--- config.mk ---
export PLATFORM = sky130hd
export DESIGN_NAME = hazard_stall_unit
export DESIGN_NICKNAME = d
export VERILOG_FILES = /design/src/rtl/hazard_stall_unit_pkg.sv /design/src/rtl/hazard_match.sv /design/src/rtl/hazard_stall_unit.sv
export SDC_FILE = /design/constraint.sdc
export NUM_CORES = 1
export LEC_CHECK = 0
export CAP_MARGIN = 20
export CORE_UTILIZATION = 37
export DETAILED_ROUTE_END_ITERATION = 12
export PLACE_DENSITY = 0.77
export SLEW_MARGIN = 30
export SYNTH_ARGS = -nofsm -noshare
export SYNTH_HDL_FRONTEND = slang
export SYNTH_SLANG_ARGS = --single-unit
--- constraint.sdc ---
create_clock -name CLK -period 1.99 [get_ports CLK]
set_input_delay 0.2985 -clock CLK [delete_from_list [all_inputs] [get_ports CLK]]
set_output_delay 0.2985 -clock CLK [all_outputs]
set_load 0.03 [all_outputs]
--- src/rtl/hazard_stall_unit_pkg.sv ---
// Shared register-address width and FSM encodings for the ID-stage hazard/stall unit.
// Pure declarations; no timing or flow-control behaviour.
// Imported by hazard_stall_unit and hazard_match.
package hazard_stall_unit_pkg;

  localparam int REG_ADDR_LEN = 5;

  typedef enum logic [1:0] {
    HZ_RUN      = 2'd0,
    HZ_MEM_WAIT = 2'd1,
    HZ_TIMEOUT  = 2'd2
  } hz_state_t;

endpackage

--- src/rtl/hazard_match.sv ---
// Flags a true dependency of the ID instruction on one writing producer (register 0 never matches).
// Latency: purely combinational, zero cycles.
// Backpressure: none, it only feeds the stall decision.
module hazard_match
  import hazard_stall_unit_pkg::*;
(
  input  logic [REG_ADDR_LEN-1:0] SRC1_ID,
  input  logic [REG_ADDR_LEN-1:0] SRC2_ID,
  input  logic                    SRC2_VALID_ID,
  input  logic [REG_ADDR_LEN-1:0] DEST,
  input  logic                    WB_EN,
  output logic                    MATCH
);

  assign MATCH = WB_EN && (DEST != '0) &&
                 ((DEST == SRC1_ID) || (SRC2_VALID_ID && (DEST == SRC2_ID)));

endmodule

--- src/rtl/hazard_stall_unit.sv ---
// ID-stage interlock: load-use/RAW stalls, taken-branch flush, memory-busy freeze with watchdog.
// Latency: control outputs are combinational from state and inputs; counters update on CLK.
// Backpressure: MEM_BUSY freezes the whole pipe; hazards freeze PC/IF_ID and bubble ID_EXE.
module hazard_stall_unit
  import hazard_stall_unit_pkg::*;
#(
  parameter int MAX_MEM_WAIT = 16,
  parameter int CNT_W        = 32
) (
  input  logic                    CLK,
  input  logic                    RST,
  input  logic [REG_ADDR_LEN-1:0] SRC1_ID,
  input  logic [REG_ADDR_LEN-1:0] SRC2_ID,
  input  logic                    SRC2_VALID_ID,
  input  logic [REG_ADDR_LEN-1:0] DEST_EXE,
  input  logic                    WRITE_BACK_EN_EXE,
  input  logic                    MEM_READ_EXE,
  input  logic [REG_ADDR_LEN-1:0] DEST_MEM,
  input  logic                    WRITE_BACK_EN_MEM,
  input  logic                    FORWARD_EN,
  input  logic                    BRANCH_TAKEN_EXE,
  input  logic                    MEM_BUSY,
  output logic                    PC_FREEZE,
  output logic                    IF_ID_FREEZE,
  output logic                    ID_EXE_BUBBLE,
  output logic                    FLUSH_IF_ID,
  output logic                    PIPE_FREEZE,
  output logic                    MEM_TIMEOUT,
  output logic [CNT_W-1:0]        STALL_CYCLES
);

  localparam int                WAIT_W    = $clog2(MAX_MEM_WAIT + 1);
  localparam logic [WAIT_W-1:0] WAIT_LAST = WAIT_W'(MAX_MEM_WAIT - 1);

  hz_state_t         state_q, state_nxt;
  logic [WAIT_W-1:0] wait_q, wait_nxt;
  logic              timeout_q, timeout_set;
  logic [CNT_W-1:0]  stall_q;

  logic match_exe, match_mem, load_use, haz;
  logic run_eval;
  logic pc_frz, ifid_frz, bubble, flush, pipe_frz;

  hazard_match u_match_exe (
    .SRC1_ID       (SRC1_ID),
    .SRC2_ID       (SRC2_ID),
    .SRC2_VALID_ID (SRC2_VALID_ID),
    .DEST          (DEST_EXE),
    .WB_EN         (WRITE_BACK_EN_EXE),
    .MATCH         (match_exe)
  );

  hazard_match u_match_mem (
    .SRC1_ID       (SRC1_ID),
    .SRC2_ID       (SRC2_ID),
    .SRC2_VALID_ID (SRC2_VALID_ID),
    .DEST          (DEST_MEM),
    .WB_EN         (WRITE_BACK_EN_MEM),
    .MATCH         (match_mem)
  );

  // With forwarding only a load in EXE is uncoverable; without it any in-flight writer stalls.
  assign load_use = MEM_READ_EXE && match_exe;
  assign haz      = FORWARD_EN ? load_use : (match_exe || match_mem);

  always_comb begin
    state_nxt   = state_q;
    wait_nxt    = wait_q;
    timeout_set = 1'b0;
    run_eval    = 1'b0;
    pc_frz      = 1'b0;
    ifid_frz    = 1'b0;
    bubble      = 1'b0;
    flush       = 1'b0;
    pipe_frz    = 1'b0;

    case (state_q)
      HZ_RUN: begin
        if (MEM_BUSY) begin
          state_nxt = HZ_MEM_WAIT;
          wait_nxt  = WAIT_W'(1);
        end else begin
          run_eval = 1'b1;
        end
      end
      HZ_MEM_WAIT: begin
        if (!MEM_BUSY) begin
          state_nxt = HZ_RUN;
          wait_nxt  = '0;
          run_eval  = 1'b1;
        end else if (wait_q == WAIT_LAST) begin
          state_nxt   = HZ_TIMEOUT;
          timeout_set = 1'b1;
        end else begin
          wait_nxt = wait_q + WAIT_W'(1);
        end
      end
      HZ_TIMEOUT: begin
        if (!MEM_BUSY) begin
          state_nxt = HZ_RUN;
          wait_nxt  = '0;
          run_eval  = 1'b1;
        end
      end
      default: begin
        state_nxt = HZ_RUN;
        wait_nxt  = '0;
      end
    endcase

    if (MEM_BUSY) begin
      pipe_frz = 1'b1;
      pc_frz   = 1'b1;
      ifid_frz = 1'b1;
    end else if (run_eval) begin
      if (BRANCH_TAKEN_EXE) begin
        flush  = 1'b1;
        bubble = 1'b1;
      end else if (haz) begin
        pc_frz   = 1'b1;
        ifid_frz = 1'b1;
        bubble   = 1'b1;
      end
    end
  end

  assign PC_FREEZE     = pc_frz   && !RST;
  assign IF_ID_FREEZE  = ifid_frz && !RST;
  assign ID_EXE_BUBBLE = bubble   && !RST;
  assign FLUSH_IF_ID   = flush    && !RST;
  assign PIPE_FREEZE   = pipe_frz && !RST;
  assign MEM_TIMEOUT   = timeout_q;
  assign STALL_CYCLES  = stall_q;

  always_ff @(posedge CLK) begin
    if (RST) begin
      state_q   <= HZ_RUN;
      wait_q    <= '0;
      timeout_q <= 1'b0;
      stall_q   <= '0;
    end else begin
      state_q <= state_nxt;
      wait_q  <= wait_nxt;
      if (timeout_set)
        timeout_q <= 1'b1;
      if (PC_FREEZE && (stall_q != '1))
        stall_q <= stall_q + CNT_W'(1);
    end
  end

endmodule

Word-level counts from Yosys, hierarchy flattened
Cells that the tools add are included.
{"block": "op_classes", "add_sub_neg": 2, "reduce_logical": 22, "n_eq_ne": 12, "n_mux": 27}
{"operator": "$add 32x1->32 const B", "n": 1}
{"operator": "$ne 32x32->1 const B", "n": 1}
{"operator": "$eq 5x5->1", "n": 4}
{"operator": "$mux 5", "n": 4}
{"operator": "$mux 1", "n": 17}
{"operator": "$pmux 5 s3", "n": 1}
{"operator": "$logic_and 1x1->1", "n": 12}
{"operator": "$reduce_bool 5->1", "n": 2}
{"operator": "$mux 2", "n": 4}
{"operator": "$ne 3x3->1 const B", "n": 2}
{"operator": "$pmux 2 s3", "n": 1}
{"operator": "$reduce_and 3->1", "n": 2}
{"operator": "$add 5x1->5 const B", "n": 1}
{"operator": "$eq 5x4->1 const B", "n": 1}
{"operator": "$ne 2x2->1 const B", "n": 2}
{"operator": "$logic_or 1x1->1", "n": 3}
{"operator": "$reduce_or 3->1", "n": 1}
{"operator": "$eq 2x1->1 const B", "n": 1}
{"operator": "$eq 2x2->1 const B", "n": 1}
{"operator": "$logic_not 2->1", "n": 1}
{"operator": "$logic_not 1->1", "n": 1}
{"block": "totals", "reg_bits": 40, "in_bits": 29, "wordCells": 67}

Longest topological paths before layout
{"block": "logic_depth", "word_depth": 12, "depth_mapped": 10}

Hierarchy
From an unflattened synthesis, not the netlist that was laid out.
{"block": "hier_totals", "cells_unflattened": 290, "hier_area_um2": 2422.3}
{"module": "hazard_stall_unit", "area_per_inst_um2": 2157.1, "seq_area_each_um2": 800.8, "cells_each": 256, "n_inst": 1}
{"module": "hazard_match", "area_per_inst_um2": 132.6, "seq_area_each_um2": 0.0, "cells_each": 17, "n_inst": 2}

Least setup slack after synthesis
Ideal clock, no wire load.
{"block": "synth_timing", "kind": "in2out", "start": "input port SRC2_ID[2]", "end": "output port PC_FREEZE", "arrival_ns": 2.035, "path_stages": 9, "setup_slack_ns": -0.344, "path_cell_list": "xor2_1 -> nor4_2 -> a32oi_1 -> o22a_1 -> o21a_4 -> buf_2 -> buf_2 -> inv_1 -> buf_4"}
{"block": "synth_via", "elab_chain_len": 11, "word_cells_on_any_way": 16, "cone_classes": "2 x eq/ne; 5 x mux; 9 x reduce/logical"}
{"element": "from (decl)", "line": "hazard_stall_unit.sv:13", "rtl": "input logic [REG_ADDR_LEN-1:0] SRC2_ID,"}
{"element": "$eq 5x5->1", "line": "hazard_match.sv:16", "rtl": "((DEST == SRC1_ID) || (SRC2_VALID_ID && (DEST == SRC2_ID)));"}
{"element": "$logic_and 1x1->1", "line": "hazard_match.sv:16"}
{"element": "$logic_or 1x1->1", "line": "hazard_match.sv:16"}
{"element": "$logic_and 1x1->1", "line": "hazard_match.sv:15", "rtl": "assign MATCH = WB_EN && (DEST != '0) &&"}
{"element": "$logic_or 1x1->1 / $logic_and 1x1->1 (equally long branches)", "line": "hazard_stall_unit.sv:64, hazard_stall_unit.sv:63"}
{"element": "$mux 1 (*)", "line": "hazard_stall_unit.sv:64", "rtl": "assign haz = FORWARD_EN ? load_use : (match_exe || match_mem);"}
{"element": "$mux 1 (*) (4 in series)"}
{"element": "$logic_and 1x1->1 (*)"}
{"element": "to (decl)", "line": "hazard_stall_unit.sv:23", "rtl": "output logic PC_FREEZE,"}
Every way passes the cells marked *; elsewhere a longest branch is shown, timed or not.

Worst setup path after layout
{"block": "layout_timing", "start": "input port SRC2_ID[3]", "end": "register stall_q[21] (netlist: STALL_CYCLES[21])"}
{"block": "layout_via", "elab_chain_len": 12, "word_cells_on_any_way": 17, "cone_classes": "2 x eq/ne; 5 x mux; 10 x reduce/logical"}
{"element": "$eq 5x5->1", "line": "hazard_match.sv:16"}
{"element": "$logic_and 1x1->1", "line": "hazard_match.sv:16"}
{"element": "$logic_or 1x1->1", "line": "hazard_match.sv:16"}
{"element": "$logic_and 1x1->1", "line": "hazard_match.sv:15"}
{"element": "$logic_or 1x1->1 / $logic_and 1x1->1 (equally long branches)", "line": "hazard_stall_unit.sv:64, hazard_stall_unit.sv:63"}
{"element": "$mux 1 (*)", "line": "hazard_stall_unit.sv:64"}
{"element": "$mux 1 (*)", "line": "hazard_stall_unit.sv:119", "rtl": "end else if (haz) begin"}
{"element": "$mux 1 (*)", "line": "hazard_stall_unit.sv:116", "rtl": "if (BRANCH_TAKEN_EXE) begin"}
{"element": "$mux 1 (*)", "line": "hazard_stall_unit.sv:115", "rtl": "end else if (run_eval) begin"}
{"element": "$mux 1 (*)", "line": "hazard_stall_unit.sv:111", "rtl": "if (MEM_BUSY) begin"}
{"element": "$logic_and 1x1->1 (*)", "line": "hazard_stall_unit.sv:127", "rtl": "assign PC_FREEZE = pc_frz && !RST;"}
{"element": "$logic_and 1x1->1 (*)", "line": "hazard_stall_unit.sv:146", "rtl": "if (PC_FREEZE && (stall_q != '1))"}
{"element": "to (signal assigned)", "line": "hazard_stall_unit.sv:147", "rtl": "stall_q <= stall_q + CNT_W'(1);"}
{"element": "to (decl)", "line": "hazard_stall_unit.sv:38", "rtl": "logic [CNT_W-1:0] stall_q;"}
Marked as above.
A chain may end at the register's enable or synchronous reset.

==> metrics.md <==
| Metric | Value |
|---|---|
| Required @ worst endpoint | ~2.2 ns |
| CP endpoint | STALL_CYCLES[21]$_SDFFE_PP0P_ |
| Dpl hpwl | ~5.1 mm |
| First-pass GRT wire length | 11.3 mm |
| CTS Root Cell | clkbuf_8 |
| Top_reg_cell synth | dfxtp_1 |
| Hold-fix buffers, CTS | 0 |
| Slew HR | between 70% and 80% |
| Net Sw Frac | 25.0% |
| Drc violations | 0 |
| Worst-path maximum fanout | 21 |
| Clock sinks | 40 |
| YS warnings | 0 |
| Initial Utilization | about two fifths |
| Synth unique cells | 43 |
| Worst r2r src | STALL_CYCLES[0]$_SDFFE_PP0P_ |
| I/O Buffers | 66 |
| Synth Instances | around 290 |
| Share of layout cells above drive strength 1 | 34.0% |
| CP startpoint kind | primary input |
| Failing checks | setup timing |
| Clock Latency Late Sink | approximately 0.29 ns |
| Post-DR wirelength/cell | 15.0 um |
| DP Area | 0.00356 mm2 |
| Worst setup EP type | flip-flop |
| DRT Pass-1 Iters | 4 |
| M3 GR Usage | roughly 5.7% |
| Nets | 440 |
| Final wirelength | a little over 7 mm |
| CTS Buf Count | 5 |
| Final setup viols | 32 |
| Clock power share | 39.1% |
| Unrepaired setup endpoints after global routing | true |
| Final Skew | ~0.011 ns |
| Slew Viols, Final | 0 |
| P per Cell Area | approximately 460 mW/mm2 |
| H-tree depth | 2 |
| Worst-Margin Slew | roughly 0.39 ns |
| Vias per cell | approximately 5.5 |
| Setup CP Type | in2reg |
| Remaining Overflow, GRT | 0 |
| Synth Cell Area | 0.00239 mm2 |
| Reg2Reg Depth | 7 |
| Final Instance Area | 0.00384 mm2 |
| Die height | about 82 um |
| Row Count | 28 |
| Leak Pwr | between 1 and 1.5 nW |
| Core footprint | about 0.0061 mm2 |
| Clock transition at the registers of the reported paths | 0.08 ns |
| Max-Cap Viols | 0 |
| Critical Path Source | SRC2_ID[3] |
| Antenna cell count | 0 |
| Hold Vio Cnt, Final | 0 |
| # IOs | 67 |
| Post-synth ARST share | 0% |
| Final worst path period need | roughly 2.2 ns |
| Crit share post-route | 110% |
| Status | complete, but fails checks |
| Min setup slack post-route | -0.206 ns |
| Die area | roughly 0.0068 mm2 |
| Worst Hold Class | reg2reg |
| Number of synthesized flops with an enable pin | 0 |
| Met2 global-route usage | 38.2% |
| CTS tree | done |
| Largest net degree at the start of global routing | 31 |
| Flop pwr share | 45.3% |
| Achievable Freq | between 400 and 500 MHz |
| Grt peak-use layer | met2 |
| Peak supply drop | between 0.0003 and 0.0004 V |
| Worst reg2reg setup slack | -0.11 ns |
| Syn Nets | 326 |
| Met1 GRT Util | approximately a quarter |
| Initial antenna violation count | 0 |
| Sequential area share after synthesis | 33.5% |
| Mean post-synth cell area | 8.13 um2 |
| CTS Buffer Depth | 2 |
| Register bit total from synthesis | 40 |
| P_sw | about 0.44 mW |
| Worst hold slack | about 0.5 ns |
| Final Util | between 60% and 70% |
| Die X | a little over 80 um |
| Arr. time, crit path | roughly 2.4 ns |
| Int Pwr | roughly 1.3 mW |
| GRT Overall Usage | between 20% and 30% |
| Area growth from synthesis to layout | 60.7% |
| Vias in the first global route | 2,493 |
| Total number of vias | around 2,700 |
| Worst reg2reg endpoint | STALL_CYCLES[23]$_SDFFE_PP0P_ |
| Logic pwr share | between 10% and 20% |
| Final ANT Viol Nets | 0 |
| Setup TNS | -4.37 ns |
| DR iter-0 viols | between 100 and 150 |
| Gpl congestion | roughly 0.82 |
[layout by cell type (no fill, tap or decap), types with 3 or more instances in the layout]
cell type,Yosys,final
nor2b_1,3,3
a21oi_1,22,14
nand4_1,11,11
o31ai_1,12,12
buf_6,2,7
a21oi_2,0,8
o21a_1,3,3
and2_1,3,3
dfxtp_1,40,19
xor2_1,21,20
or4_4,0,4
nor2_1,22,22
clkdlybuf4s50_1,0,42
nand3_1,19,19
o21ai_0,12,11
ha_1,3,3
and3_1,3,3
buf_2,4,6
or3_1,12,11
nand2_1,23,23
mux2_2,4,3
buf_4,1,57
or4_1,18,14
clkdlybuf4s15_2,0,3
clkbuf_8,0,7
o31a_1,3,3
nor4_1,6,3
inv_1,7,6
dfxtp_4,0,11
dlygate4sd2_1,0,4
dfxtp_2,0,10
[layer usage]
metal	wire [um]	vias to the layer above
li1	-	1333
met1	3060	1264
met2	3570	79
met3	582	4
met4	57	0
met5	0	-
[cells in the mapped netlist, types with 2 or more instances]
| cell type | count | area [um2] |
|---|---|---|
| o31a_1 | 3 | 26.3 |
| o21a_1 | 3 | 22.5 |
| dfxtp_1 | 40 | 801 |
| nand3_1 | 19 | 95.1 |
| nand4_1 | 11 | 68.8 |
| a21oi_1 | 22 | 110 |
| and3_1 | 3 | 18.8 |
| and2_1 | 3 | 18.8 |
| inv_1 | 7 | 26.3 |
| nor2b_1 | 3 | 18.8 |
| ha_1 | 3 | 37.5 |
| o31ai_1 | 12 | 90.1 |
| mux2_2 | 4 | 45.0 |
| nor2_1 | 22 | 82.6 |
| mux2i_1 | 2 | 20.0 |
| xor2_1 | 21 | 184 |
| nor4_1 | 6 | 37.5 |
| nand2_1 | 23 | 86.3 |
| o21ai_0 | 12 | 60.1 |
| clkbuf_1 | 11 | 41.3 |
| nor3_1 | 3 | 15.0 |
| a32oi_1 | 2 | 17.5 |
| o41ai_1 | 2 | 17.5 |
| o211ai_1 | 2 | 15.0 |
| or3_1 | 12 | 75.1 |
| xnor2_1 | 2 | 17.5 |
| buf_2 | 4 | 20.0 |
| buf_6 | 2 | 22.5 |
| or4_1 | 18 | 135 |
| o311ai_0 | 4 | 35.0 |
[metrics by stage]
step | power (mW) | instances | setup slack (ns)
5_1_grt | 1.83 | 484 | -0.278
3_3_place_gp | 1.08 | 473 | -0.724
6_report | 1.76 | 484 | -0.206
3_5_place_dp | 1.08 | 473 | -0.781
2_1_floorplan | 0.943 | 294 | -0.236
4_1_cts | 1.76 | 484 | -0.179
[final cells by class]
class,count,area [um2]
Fill cell,510,2220
Multi-Input combinational cell,228,1630
Timing Repair Buffer,126,1110
Sequential cell,40,855
Clock buffer,8,121
Tap cell,75,93.8
Inverter,7,30.0
[worst min path at each step]
stage	start	endpoint	slack [ns]	depth (start not counted)
CTS	STALL_CYCLES[21]$_SDFFE_PP0P_	STALL_CYCLES[21]$_SDFFE_PP0P_	0.50	2
global placement	MEM_TIMEOUT$_SDFFE_PP0P_	MEM_TIMEOUT$_SDFFE_PP0P_	0.46	2
detailed placement	STALL_CYCLES[21]$_SDFFE_PP0P_	STALL_CYCLES[21]$_SDFFE_PP0P_	0.48	2
global route	STALL_CYCLES[21]$_SDFFE_PP0P_	STALL_CYCLES[21]$_SDFFE_PP0P_	0.53	2
floorplan	RST	STALL_CYCLES[27]$_SDFFE_PP0P_	0.47	2
finish	wait_q[4]$_SDFFE_PP0P_	wait_q[4]$_SDFFE_PP0P_	0.50	2
[kinds of logic after synthesis]
family / count (synthesis) / synth area share (%)
buf+inv: 26 / 5.08
compound gates: 68 / 18.8
mux: 6 / 2.72
xor+xnor: 23 / 8.43
fa+ha+maj: 3 / 1.57
flops: 40 / 33.5
simple gates: 128 / 29.9
[registers in the layout, summed over array words and instances (netlist names)]
| name | flops |
|---|---|
| state_q | 2 |
| STALL_CYCLES | 32 |
| MEM_TIMEOUT | 1 |
| wait_q | 5 |
[timing repair]
item                                    4_1_cts  5_1_grt
pin swaps                                    17       11
endpoints found under the setup margin       35       35
resized for setup                            61       25
buffers inserted                              3        0
[power groups by stage]
stage | registers, mW | logic, mW | clock network (mW)
6_report | 0.797 | 0.274 | 0.689
5_1_grt | 0.798 | 0.297 | 0.730
4_1_cts | 0.797 | 0.268 | 0.698
3_5_place_dp | 0.816 | 0.264 | 0
3_3_place_gp | 0.816 | 0.260 | 0
2_1_floorplan | 0.821 | 0.122 | 0
[worst max-delay path, cell delays in order]
cell,delay [ns]
clkdlybuf4s50_1,0.51
xnor2_1,0.13
a32oi_1,0.11
o22a_1,0.25
o21a_4,0.24
buf_6,0.16
buf_12,0.16
or4_1,0.42
a21oi_2,0.13
Power figures use the tool's default switching activity.
